File: src/rtl/exe_stage.sv
// Execute stage of the 5-stage MIPS pipeline: single-cycle ALU plus an iterative
// 32-step shift-add multiplier / restoring divider, feeding a registered EXE/MEM boundary.
module exe_stage #(
  parameter logic [31:0] DIV0_RESULT = 32'hFFFF_FFFF
) (
  input  logic        clk,
  input  logic        rst,
  input  logic        valid_in,
  input  logic [3:0]  exe_cmd,
  input  logic [31:0] val1,
  input  logic [31:0] val2,
  input  logic [31:0] st_val_in,
  input  logic        mem_r_en_in,
  input  logic        mem_w_en_in,
  input  logic        wb_en_in,
  input  logic [4:0]  dest_in,
  input  logic        mem_ready,
  output logic        busy,
  output logic        valid_out,
  output logic [31:0] alu_result,
  output logic [31:0] st_val,
  output logic        mem_r_en,
  output logic        mem_w_en,
  output logic        wb_en,
  output logic [4:0]  dest
);

  localparam logic [3:0] CMD_MUL  = 4'b1100;
  localparam logic [3:0] CMD_DIVU = 4'b1101;

  typedef enum logic [1:0] {
    S_IDLE = 2'd0,
    S_MUL  = 2'd1,
    S_DIV  = 2'd2,
    S_DONE = 2'd3
  } state_t;

  state_t      r_state;
  state_t      w_state_nxt;
  logic [4:0]  r_cnt;
  logic [31:0] r_a;
  logic [31:0] r_b;
  logic [31:0] r_q;
  logic [31:0] r_acc;
  logic [31:0] r_rem;
  logic        r_is_div;
  logic [31:0] r_st_l;
  logic        r_mem_r_l;
  logic        r_mem_w_l;
  logic        r_wb_l;
  logic [4:0]  r_dest_l;

  logic        r_valid;
  logic [31:0] r_alu;
  logic [31:0] r_st;
  logic        r_mem_r;
  logic        r_mem_w;
  logic        r_wb;
  logic [4:0]  r_dest;

  logic        w_is_md;
  logic        w_start;
  logic        w_load;
  logic        w_n_valid;
  logic [31:0] w_n_alu;
  logic [31:0] w_n_st;
  logic        w_n_mem_r;
  logic        w_n_mem_w;
  logic        w_n_wb;
  logic [4:0]  w_n_dest;
  logic [32:0] w_rem_sh;
  logic [32:0] w_sub;
  logic [31:0] w_md_result;

  function automatic logic [31:0] alu_op(input logic [3:0] cmd,
                                         input logic [31:0] a,
                                         input logic [31:0] b);
    logic [31:0] res;
    case (cmd)
      4'b0000: res = a + b;
      4'b0010: res = a - b;
      4'b0100: res = a & b;
      4'b0101: res = a | b;
      4'b0110: res = ~(a | b);
      4'b0111: res = a ^ b;
      4'b1000: res = a << b[4:0];
      4'b1001: res = $unsigned($signed(a) >>> b[4:0]);
      4'b1010: res = a >> b[4:0];
      4'b1011: res = ($signed(a) < $signed(b)) ? 32'd1 : 32'd0;
      default: res = 32'd0;
    endcase
    return res;
  endfunction

  assign w_is_md = (exe_cmd == CMD_MUL) || (exe_cmd == CMD_DIVU);

  // Restoring-divide step: borrow out of the 33-bit subtract means "does not fit".
  assign w_rem_sh = {r_rem, r_q[31]};
  assign w_sub    = w_rem_sh - {1'b0, r_b};

  assign w_md_result = r_is_div ? ((r_b == 32'd0) ? DIV0_RESULT : r_q) : r_acc;

  assign busy = !mem_ready
              | (r_state == S_MUL) | (r_state == S_DIV)
              | ((r_state == S_IDLE) & valid_in & w_is_md);

  assign valid_out  = r_valid;
  assign alu_result = r_alu;
  assign st_val     = r_st;
  assign mem_r_en   = r_mem_r;
  assign mem_w_en   = r_mem_w;
  assign wb_en      = r_wb;
  assign dest       = r_dest;

  // Next state and the value the EXE/MEM register takes at the coming edge.
  always_comb begin
    w_state_nxt = r_state;
    w_start     = 1'b0;
    w_load      = 1'b0;
    w_n_valid   = 1'b0;
    w_n_alu     = 32'd0;
    w_n_st      = 32'd0;
    w_n_mem_r   = 1'b0;
    w_n_mem_w   = 1'b0;
    w_n_wb      = 1'b0;
    w_n_dest    = 5'd0;
    case (r_state)
      S_IDLE: begin
        if (mem_ready) begin
          w_load = 1'b1;
          if (valid_in && w_is_md) begin
            w_start     = 1'b1;
            w_state_nxt = (exe_cmd == CMD_DIVU) ? S_DIV : S_MUL;
          end else if (valid_in) begin
            w_n_valid = 1'b1;
            w_n_alu   = alu_op(exe_cmd, val1, val2);
            w_n_st    = st_val_in;
            w_n_mem_r = mem_r_en_in;
            w_n_mem_w = mem_w_en_in;
            w_n_wb    = wb_en_in;
            w_n_dest  = dest_in;
          end else begin
            w_state_nxt = S_IDLE;
          end
        end else begin
          w_load = 1'b0;
        end
      end
      S_MUL, S_DIV: begin
        w_load = mem_ready;
        if (r_cnt == 5'd31) begin
          w_state_nxt = S_DONE;
        end else begin
          w_state_nxt = r_state;
        end
      end
      S_DONE: begin
        if (mem_ready) begin
          w_load      = 1'b1;
          w_n_valid   = 1'b1;
          w_n_alu     = w_md_result;
          w_n_st      = r_st_l;
          w_n_mem_r   = r_mem_r_l;
          w_n_mem_w   = r_mem_w_l;
          w_n_wb      = r_wb_l;
          w_n_dest    = r_dest_l;
          w_state_nxt = S_IDLE;
        end else begin
          w_state_nxt = S_DONE;
        end
      end
      default: w_state_nxt = S_IDLE;
    endcase
  end

  // FSM state register.
  always_ff @(posedge clk or posedge rst) begin
    if (rst) begin
      r_state <= S_IDLE;
    end else begin
      r_state <= w_state_nxt;
    end
  end

  // Iterative MUL/DIVU datapath and latched passthroughs of the long instruction.
  always_ff @(posedge clk or posedge rst) begin
    if (rst) begin
      r_cnt     <= 5'd0;
      r_a       <= 32'd0;
      r_b       <= 32'd0;
      r_q       <= 32'd0;
      r_acc     <= 32'd0;
      r_rem     <= 32'd0;
      r_is_div  <= 1'b0;
      r_st_l    <= 32'd0;
      r_mem_r_l <= 1'b0;
      r_mem_w_l <= 1'b0;
      r_wb_l    <= 1'b0;
      r_dest_l  <= 5'd0;
    end else if (w_start) begin
      r_cnt     <= 5'd0;
      r_a       <= val1;
      r_b       <= val2;
      r_q       <= (exe_cmd == CMD_DIVU) ? val1 : val2;
      r_acc     <= 32'd0;
      r_rem     <= 32'd0;
      r_is_div  <= (exe_cmd == CMD_DIVU);
      r_st_l    <= st_val_in;
      r_mem_r_l <= mem_r_en_in;
      r_mem_w_l <= mem_w_en_in;
      r_wb_l    <= wb_en_in;
      r_dest_l  <= dest_in;
    end else if (r_state == S_MUL) begin
      // Only the low 32 product bits are kept, so the shifted multiplicand may truncate.
      r_acc <= r_q[0] ? (r_acc + r_a) : r_acc;
      r_a   <= {r_a[30:0], 1'b0};
      r_q   <= {1'b0, r_q[31:1]};
      r_cnt <= r_cnt + 5'd1;
    end else if (r_state == S_DIV) begin
      if (!w_sub[32]) begin
        r_rem <= w_sub[31:0];
        r_q   <= {r_q[30:0], 1'b1};
      end else begin
        r_rem <= w_rem_sh[31:0];
        r_q   <= {r_q[30:0], 1'b0};
      end
      r_cnt <= r_cnt + 5'd1;
    end else begin
      r_cnt <= r_cnt;
    end
  end

  // EXE/MEM boundary register; frozen whenever MEM is not ready.
  always_ff @(posedge clk or posedge rst) begin
    if (rst) begin
      r_valid <= 1'b0;
      r_alu   <= 32'd0;
      r_st    <= 32'd0;
      r_mem_r <= 1'b0;
      r_mem_w <= 1'b0;
      r_wb    <= 1'b0;
      r_dest  <= 5'd0;
    end else if (w_load) begin
      r_valid <= w_n_valid;
      r_alu   <= w_n_alu;
      r_st    <= w_n_st;
      r_mem_r <= w_n_mem_r;
      r_mem_w <= w_n_mem_w;
      r_wb    <= w_n_wb;
      r_dest  <= w_n_dest;
    end else begin
      r_valid <= r_valid;
    end
  end

endmodule
File: config.mk
export PLATFORM = sky130hd
export DESIGN_NAME = exe_stage
export DESIGN_NICKNAME = d
export VERILOG_FILES = /design/src/rtl/exe_stage.sv
export SDC_FILE = /design/constraint.sdc
export NUM_CORES = 1
export LEC_CHECK = 0
export CAP_MARGIN = 20
export CELL_PAD_IN_SITES_DETAIL_PLACEMENT = 0
export CELL_PAD_IN_SITES_GLOBAL_PLACEMENT = 1
export CORE_MARGIN = 8
export CORE_UTILIZATION = 30
export CTS_BUF_LIST = sky130_fd_sc_hd__clkbuf_4 sky130_fd_sc_hd__clkbuf_8
export CTS_CLUSTER_DIAMETER = 50
export DETAILED_ROUTE_END_ITERATION = 7
export GPL_ROUTABILITY_DRIVEN = 0
export PLACE_DENSITY_LB_ADDON = 0.25
export SYNTH_ARGS = -nofsm -noshare
export SYNTH_HDL_FRONTEND = slang
export SYNTH_SLANG_ARGS = --single-unit
File: constraint.sdc
create_clock -name clk -period 11.2 [get_ports clk]
set_clock_uncertainty 0.05 [all_clocks]
set_input_delay 2.24 -clock clk [delete_from_list [all_inputs] [get_ports clk]]
set_output_delay 2.24 -clock clk [all_outputs]
set_load 0.03 [all_outputs]
Yosys cells after proc, flatten, opt, wreduce, memory -nomap -nowiden
Index checks and enable logic that the tools add are counted.
{"block": "classes", "n_lt_le_gt_ge": 1, "n_reduce_logical": 15, "bitwise": 9, "n_mux": 67, "n_shift": 3, "addsub": 5, "eq_ne": 19}
{"operator": "2-to-1 mux 32 bit", "count": 23}
{"operator": "case mux 32 bit (10 select lines)", "count": 1}
{"operator": "case mux 32 bit (2 select lines)", "count": 2}
{"operator": "adder 32 bit", "count": 2}
{"operator": "2-to-1 mux 5 bit", "count": 7}
{"operator": "subtractor 33 x 32 -> 33 bit", "count": 1}
{"operator": "AND 32 bit", "count": 1}
{"operator": "zero test 32 bit", "count": 1}
{"operator": "< comparator 32 bit", "count": 1}
{"operator": "inverter 32 bit", "count": 1}
{"operator": "bitwise OR 32 bit", "count": 1}
{"operator": "<< shifter 32 x 5 -> 32 bit", "count": 1}
{"operator": ">> shifter 32 x 5 -> 32 bit", "count": 1}
{"operator": ">>> shifter 32 x 5 -> 32 bit", "count": 1}
{"operator": "subtractor 32 bit", "count": 1}
{"operator": "bitwise XOR 32 bit", "count": 1}
{"operator": "equality test 4 bit, second input constant", "count": 6}
{"operator": "2-to-1 mux 1 bit", "count": 21}
{"operator": "equality test 4 x 3 -> 1 bit, second input constant", "count": 4}
{"operator": "2-to-1 mux 2 bit", "count": 6}
{"operator": "case mux 1 bit (2 select lines)", "count": 5}
{"operator": "case mux 5 bit (2 select lines)", "count": 1}
{"operator": "!= test 2 bit, second input constant", "count": 3}
{"operator": "case mux 2 bit (3 select lines)", "count": 1}
{"operator": "other kinds (18)", "count": 26}
{"block": "word_totals", "inputBits": 112, "output_inout_bits": 74, "register_bits": 281}

Logic depth before layout (Yosys ltp)
Gate-level depths: netlist of the first run.
{"block": "depth", "ltp_word": 8, "ltp_mapped": 15, "depth_no_buf": 13}

Least setup slack after synthesis of the first run
OpenSTA, ideal clock, no wires.
{"block": "synth_timing", "path_kind": "input -> output", "start": "input exe_cmd[1]", "end": "output busy", "path_buffers": 5, "slack_ps": 5029, "stages": 6, "arrival_time_ps": 3881, "required_ps": 8910, "cell_sequence": "clkbuf_1 -> clkbuf_1 -> buf_1 -> clkbuf_1 -> clkbuf_1 -> o211ai_1"}
{"block": "synth_between", "elab_chain_cells": 4, "word_cells_on_any_way": 5}
{"item": "start: declaration", "line": "9", "text": "input logic [3:0] exe_cmd,"}
{"item": "equality test 4 bit", "line": "95", "text": "assign w_is_md = (exe_cmd == CMD_MUL) || (exe_cmd == CMD_DIVU);"}
{"item": "logical OR 1 bit *", "line": "95"}
{"item": "AND 1 bit *", "line": "105", "text": "| ((r_state == S_IDLE) & valid_in & w_is_md);"}
{"item": "bitwise OR 1 bit *", "line": "105"}
{"item": "end: declaration", "line": "18", "text": "output logic busy,"}
Mark *: on every way between the ends. The rest lies on a longest branch, timed or not.

Worst setup path after layout of the first run
{"block": "layout_timing", "start": "input exe_cmd[2]", "end": "output busy"}
Same word-level chain as after synthesis.

==> Implementation_results.wiki, run 1 <==
{| class="wikitable"
! Metric !! Value
|-
| Post-route core utilization || 35.00%
|-
| Vias in the first global route || ~24000
|-
| Most frequent cell on the critical path || sky130_fd_sc_hd__clkdlybuf4s50_1
|-
| Arrival time of data at the critical path endpoint || 4.23 ns
|-
| Leading cell type in the layout, fill and taps excluded || sky130_fd_sc_hd__nand2_1
|-
| Slowest CP cell || sky130_fd_sc_hd__clkdlybuf4s50_1
|-
| First-pass detailed-route iteration total || 8
|-
| Clock sink count || roughly 280
|-
| Core region area || 83160 µm²
|-
| Proportion of layout cells with a drive suffix above 1 || 9.972%
|-
| Footprint of the flip-flops and latches || 7032 µm²
|-
| Period Utilization, post-route || between 50 and 60%
|-
| Count of unresolved DRC violations after routing || 0
|-
| Sum of met3 wire segment lengths after detailed routing || about 7.1 mm
|-
| Count of final hold-check violations || 0
|-
| Start point of the worst min-delay path || r_st_l[1]$_DFFE_PP0P_
|-
| Tightest slew margin relative to the limit || 30.97%
|-
| Number of max-cap violations || 0
|-
| Largest net degree at the start of global routing || 169
|-
| Inserted Clock Buffers || 60
|-
| Number of placement rows || 106
|-
| Area of the multi-input gates || approximately 16000 µm²
|-
| Antenna violations before repair || 2
|-
| Critical path data required time || 8.91 ns
|-
| Critical path fanouts, max || 4
|-
| Wire length on met1 || 47.52 mm
|-
| CTS tree || done
|-
| Total power of the final layout || 6.152 mW
|-
| Number of I/O port buffers || between 150 and 200
|-
| Die area || 93100 µm²
|-
| Number of enable-type register cells in the synthesized netlist || 0
|-
| Kind of launch point of the worst setup path || primary input
|-
| Starting Density || 30.16%
|-
| Top-area cell type share of the netlist area || 28.04%
|-
| Final HPWL from detailed placement || 76.64 mm
|-
| Worst-case clock buffer depth || 3
|-
| Flip-flop and latch count after synthesis || about 280
|-
| Launching point of the worst reg2reg path || r_q[31]$_DFFE_PP0P_
|-
| Final global-route overflow total || 0
|-
| GR Util All Layers || 21.54%
|-
| Endpoints failing setup || 0
|-
| Number of instances in the synthesized netlist || 3059
|-
| Cells taking the most area after synthesis || sky130_fd_sc_hd__dfrtp_1 28%, sky130_fd_sc_hd__ha_1 8.6%, sky130_fd_sc_hd__nand2_1 6.1%
|-
| Prevailing post-synth register cell || sky130_fd_sc_hd__dfrtp_1
|-
| Actual transition at the worst max-transition pin || 1.035 ns
|-
| Wire length of the first global-routing pass || 158.1 mm
|-
| Top layer reached by signal wires || met4
|-
| Horiz. Die Dim || 305.1 µm
|-
| Ratio of routed vias to standard cells || 5.882
|-
| Hold-fix buffer count after cts || 0
|-
| Clock root buffer master || sky130_fd_sc_hd__clkbuf_8
|-
| Final period demand of the worst path || 6.515 ns
|-
| Type of destination of the critical path || primary output
|-
| Worst-case vdd ir drop || 0.0001110 V
|-
| Async set-or-reset flop fraction in the synthesized netlist || 100.0%
|-
| Die extent in y || 305.1 µm
|-
| Wirelength per Cell || between 20 and 25 µm
|-
| Syn-to-layout area delta || 16.06%
|-
| Clock insertion delay at the later pin of the skew report || 0.69 ns
|-
| Violation count after the first detailed-routing iteration || 2451
|-
| Count of cell types in the netlist || 101
|-
| Cell Chain, Critical Path || clkdlybuf4s50_1 > ha_1 > nand3_1 > o211ai_1 > clkdlybuf4s50_1
|-
| Status || completed
|-
| Via count || 24944
|-
| Postcts setup bufs || 0
|-
| Final setup slack of the worst path || 4.685 ns
|-
| Number of fill cells || 8646
|-
| Hold slack final || ~0.43 ns
|-
| TNS Setup || 0 ns
|-
| Critical path class || in2out
|-
| Synth area leader || sky130_fd_sc_hd__dfrtp_1
|-
| Clock slew seen by the registers of the worst setup and hold paths || approximately 0.05 ns
|-
| Highest cell delay on the worst timing path || around 0.77 ns
|-
| Resize count post-CTS || 0
|-
| Total of warnings raised by yosys || 0
|-
| Post-synthesis instance area || 25080 µm²
|-
| NumNets Final || 3404
|-
| Timing-limited maximum frequency || 0.1535 GHz
|-
| Type of the worst min-delay path || reg2reg
|-
| Total Routed Length || 104.8 mm
|-
| Worst slack at placement || 4.294 ns
|-
| Sequential area share after synthesis || 28.04%
|-
| Level count of the clock H-tree || 2
|-
| Leakage Power || roughly 12 nW
|-
| Final-report max-slew violation count || 0
|-
| Number of nets with antenna violations after routing || 0
|-
| Synthesized Nets || 3348
|-
| Total power density per cell area || 211.4 nW/µm²
|-
| Launching instance or port of the critical path || exe_cmd[2]
|-
| Ports || 186
|-
| Most frequent cells in the layout || 406 x sky130_fd_sc_hd__nand2_1, 281 x sky130_fd_sc_hd__dfrtp_1, 249 x sky130_fd_sc_hd__a21oi_1
|-
| Avg Synthesized Cell Area || 8.198 µm²
|-
| Setup repair after global routing missed its margin || false
|-
| Wire length on met2 || 46.94 mm
|}
[sequential cells by signal, summed over array words and instances (netlist names), 2 cells and up]
signal      cells
r_state         2
r_acc          32
r_st_l         32
r_cnt           5
r_q            32
r_a            32
r_b            32
st_val         32
dest            5
r_rem          32
r_dest_l        5
alu_result     32
[path summary, 6_finish.rpt]
kind,endpoint,slack (ns),depth (start not counted)
max in group asynchronous,r_a[23]$_DFFE_PP0P_,7.56,3
min in group asynchronous,r_acc[7]$_DFFE_PP0P_,1.98,2
worst min register to register,r_st_l[1]$_DFFE_PP0P_,0.43,2
worst max-delay path,busy,4.68,5
worst max register to register,r_rem[1]$_DFFE_PP0P_,7.21,13
worst min-delay path,r_st_l[1]$_DFFE_PP0P_,0.43,2
[cells by family after synthesis]
logic type | count (synthesis) | synth area share [%]
mux | 214 | 11.16
flops | 281 | 28.04
simple gates | 923 | 16.34
fa+ha+maj | 177 | 8.951
buf+inv | 404 | 6.486
xor+xnor | 59 | 2.061
compound gates | 1001 | 26.96
[where the power goes]
| group | internal (mW) | switching (mW) | total (mW) |
|---|---|---|---|
| logic | 1.20 | 1.89 | 3.09 |
| registers | 1.39 | 0.353 | 1.74 |
| clock network | 0.786 | 0.534 | 1.32 |
| total | 3.38 | 2.77 | 6.15 |
[per-layer routing]
layer	vias up	global-route usage, %
met5	-	0
met4	0	6.333
met3	156	2.815
met2	1047	33.95
met1	12401	30.62
li1	11340	-
[worst max-delay path, delay by kind of cell]
kind	cells	cell delay [ns]
AOI/OAI and AO/OA	1	0.28
adders and majority gates	1	0.19
buffers and inverters	2	1.28
and+or+nand+nor	1	0.22
[area by class of cell]
| type | instances | area share (%) |
|---|---|---|
| Inverter | 164 | 2.141 |
| Tap cell | 1080 | 4.643 |
| Multi-Input combinational cell | 2374 | 56.60 |
| Clock buffer | 85 | 3.697 |
| Sequential cell | 281 | 24.16 |
| Clock inverter | 21 | 1.126 |
| Antenna cell | 2 | 0.01720 |
| Timing Repair Buffer | 234 | 7.610 |
[synth_stat cells, types with 16 or more instances]
cell                          n
sky130_fd_sc_hd__buf_1       24
sky130_fd_sc_hd__o22ai_1     17
sky130_fd_sc_hd__or3_1       22
sky130_fd_sc_hd__a21oi_1    249
sky130_fd_sc_hd__o211ai_1    25
sky130_fd_sc_hd__a211oi_1    60
sky130_fd_sc_hd__nand2b_1    18
sky130_fd_sc_hd__xor2_1      21
sky130_fd_sc_hd__o21bai_1    25
sky130_fd_sc_hd__nand2_1    407
sky130_fd_sc_hd__o2bb2ai_1   43
sky130_fd_sc_hd__nand3_1     77
sky130_fd_sc_hd__nor3_1      47
sky130_fd_sc_hd__nor2b_1     16
sky130_fd_sc_hd__a22oi_1     47
sky130_fd_sc_hd__buf_2       31
sky130_fd_sc_hd__mux2i_1    140
sky130_fd_sc_hd__mux4_2      50
sky130_fd_sc_hd__a221o_1     19
sky130_fd_sc_hd__nand4_1     17
sky130_fd_sc_hd__clkbuf_1   171
sky130_fd_sc_hd__o221a_2     23
sky130_fd_sc_hd__o221ai_1    23
sky130_fd_sc_hd__o311ai_1    23
sky130_fd_sc_hd__a31oi_1     27
sky130_fd_sc_hd__o21ai_0    221
sky130_fd_sc_hd__a21o_1      40
sky130_fd_sc_hd__inv_1      160
sky130_fd_sc_hd__xnor2_1     38
sky130_fd_sc_hd__o21ai_1     21
sky130_fd_sc_hd__ha_1       173
sky130_fd_sc_hd__dfrtp_1    281
sky130_fd_sc_hd__mux2_2      24
sky130_fd_sc_hd__nor2_1     237
[through the flow]
stage | instances | area [µm²]
after global routing | 4241 | 29100
after global placement | 4130 | 27660
after CTS | 4239 | 29100
after floorplan | 3059 | 25080
final | 4241 | 29100
after detailed placement | 4133 | 27690
Power figures use the tool's default switching activity.
==> run 2, diff against run 1 <==
clock period = 5.8 ns   (was 11.2 ns; I/O delays follow)
==> run 2 against run 1 <==
  * Hold slack worse by 0.0030 ns
  * Global-route usage up 0.28 points
  * Routed wire length increased by 1.8%
  * Largest cell class unchanged
==> Implementation_results.wiki, run 2 (same netlist as run 1, synthesis figures left out) <==
{| class="wikitable"
! Metric !! Value
|-
| Arrival time of data at the critical path endpoint || 3.57 ns (-0.66 ns)
|-
| First-pass detailed-route iteration total || 6 (-2)
|-
| Final global-route overflow total || 0 (unchanged)
|-
| Final-report max-slew violation count || 0 (unchanged)
|-
| TNS Setup || 0 ns (unchanged)
|-
| Largest net degree at the start of global routing || 146 (-14%)
|-
| Total power of the final layout || 11.87 mW (+93%)
|-
| Setup repair after global routing missed its margin || false
|-
| Vias in the first global route || 24338 (+1.6%)
|-
| Post-route standard cell area excluding fillers || 29410 µm² (+1.1%)
|-
| Final period demand of the worst path || approximately 4.8 ns
|-
| Area of placed instances || 27970 µm² (+1.0%)
|-
| Clock slew seen by the registers of the worst setup and hold paths || 0.06 ns (about the same)
|-
| Actual transition at the worst max-transition pin || 1.012 ns (-0.02369 ns)
|-
| Die extent in y || 305.1 µm (unchanged)
|-
| Leading cell type in the layout, fill and taps excluded || sky130_fd_sc_hd__nand2_1
|-
| Total power density per cell area || 403.4 nW/µm² (+91%)
|-
| Wirelength per Cell || 24.90 µm (+0.76%)
|-
| Core region area || 83160 µm² (unchanged)
|-
| Violation count after the first detailed-routing iteration || 2312 (-5.7%)
|-
| Syn-to-layout area delta || 17.29%
|-
| Proportion of layout cells with a drive suffix above 1 || 11.15% (+1.2 points)
|-
| Number of I/O port buffers || 185 (unchanged)
|-
| Number of max-cap violations || 0 (unchanged)
|-
| Type of the worst min-delay path || reg2reg
|-
| Clock insertion delay at the later pin of the skew report || 0.70 ns (about the same)
|-
| Leakage Power || 12.60 nW (+1.5%)
|-
| CTS tree || done
|-
| Clock sink count || 281 (unchanged)
|-
| Starting Density || 30.16% (unchanged)
|-
| Most frequent cells in the layout || 406 x sky130_fd_sc_hd__nand2_1, 281 x sky130_fd_sc_hd__dfrtp_1, 249 x sky130_fd_sc_hd__a21oi_1
|-
| Period Utilization, post-route || 82.34%
|-
| Critical path class || in2out
|-
| Antenna violations before repair || 9 (+7)
|-
| Wire length of the first global-routing pass || 159.3 mm (+0.76%)
|-
| Clock root buffer master || sky130_fd_sc_hd__clkbuf_8
|-
| Status || completed
|-
| Kind of launch point of the worst setup path || primary input
|-
| Hold-fix buffer count after cts || 0 (unchanged)
|-
| Final HPWL from detailed placement || 79.55 mm (+3.8%)
|-
| Post-route core utilization || 35.37% (+0.37 points)
|-
| NumNets Final || 3443 (+1.1%)
|-
| GR Util All Layers || 21.81% (+0.28 points)
|-
| Number of nets with antenna violations after routing || 0 (unchanged)
|-
| Resize count post-CTS || 0 (unchanged)
|-
| Count of final hold-check violations || 0 (unchanged)
|-
| Tightest slew margin relative to the limit || 32.55% (+1.6 points)
|-
| Ratio of routed vias to standard cells || 5.850 (-0.53%)
|-
| Type of destination of the critical path || primary output
|-
| Endpoints failing setup || 0 (unchanged)
|-
| Critical path data required time || 4.59 ns (-4.32 ns)
|-
| Total Routed Length || 106.7 mm (+1.8%)
|-
| Number of placement rows || 106 (unchanged)
|-
| Horiz. Die Dim || 305.1 µm (unchanged)
|-
| Postcts setup bufs || 0 (unchanged)
|-
| Worst-case clock buffer depth || 3 (unchanged)
|-
| Via count || 25074 (+0.52%)
|-
| Ports || 186 (unchanged)
|-
| Critical path fanouts, max || 4 (unchanged)
|-
| Count of unresolved DRC violations after routing || 0 (unchanged)
|-
| Timing-limited maximum frequency || around 0.21 GHz
|-
| Inserted Clock Buffers || 61 (+1.7%)
|-
| Worst-case vdd ir drop || 0.0002638 V (+140%)
|-
| Die area || 93100 µm² (unchanged)
|-
| Level count of the clock H-tree || 2 (unchanged)
|}
[run 2: critical path: stages]
cell	delay (ns)
sky130_fd_sc_hd__clkdlybuf4s50_1	0.51
sky130_fd_sc_hd__ha_1	0.25
sky130_fd_sc_hd__nand3_1	0.19
sky130_fd_sc_hd__o211ai_1	0.60
sky130_fd_sc_hd__clkdlybuf4s50_1	0.84
[run 2: worst paths after layout]
| kind | slack, ns | cells past startpoint | startpoint | to |
|---|---|---|---|---|
| max in group asynchronous | 3.80 | 3 | rst | r_acc[29]$_DFFE_PP0P_ |
| hold / removal | 0.42 | 2 | r_st_l[5]$_DFFE_PP0P_ | r_st_l[5]$_DFFE_PP0P_ |
| setup / recovery | 1.02 | 5 | exe_cmd[3] | busy |
| hold reg to reg | 0.42 | 2 | r_st_l[5]$_DFFE_PP0P_ | r_st_l[5]$_DFFE_PP0P_ |
| min in group asynchronous | 0.74 | 2 | rst | r_acc[4]$_DFFE_PP0P_ |
| setup reg to reg | 1.80 | 12 | r_b[0]$_DFFE_PP0P_ | r_rem[1]$_DFFE_PP0P_ |
[run 2: where the power goes]
part / internal [mW] / switching (mW) / leakage (nW)
sequential: 2.68 / 0.663 / 3.60
clock: 1.53 / 1.05 / 0.734
combinational: 2.34 / 3.60 / 8.27
[run 2: metrics by stage]
stage	hold WS [ns]	std cells	worst slack [ns]
global route	0.4464	4285	0.9255
global placement	0.4082	4171	0.7576
detailed placement	0.4125	4171	0.5519
finish	0.4248	4286	1.024
floorplan	0.3960	3059	0.8687
CTS	0.4271	4281	1.058
[run 2: cell type report]
cell class / instances / area [µm²]
antenna: 5 / 12.51
clock buffer: 86 / 1084
clock inverter: 24 / 345.3
fill: 8572 / 53750
inverter: 164 / 619.3
multi-input combinational: 2374 / 16470
sequential: 281 / 7032
tap: 1080 / 1351
timing repair buffer: 272 / 2500
[run 2: layer usage]
metal | track usage [%] | routed length, µm | share of wire, % | vias to the layer above
li1 | - | - | - | 11412
met1 | 30.18 | 47330 | 44 | 12406
met2 | 34.28 | 47800 | 45 | 1046
met3 | 3.508 | 7501 | 7.0 | 202
met4 | 7.735 | 4024 | 3.8 | 8
met5 | 0 | 61 | 0.057 | -
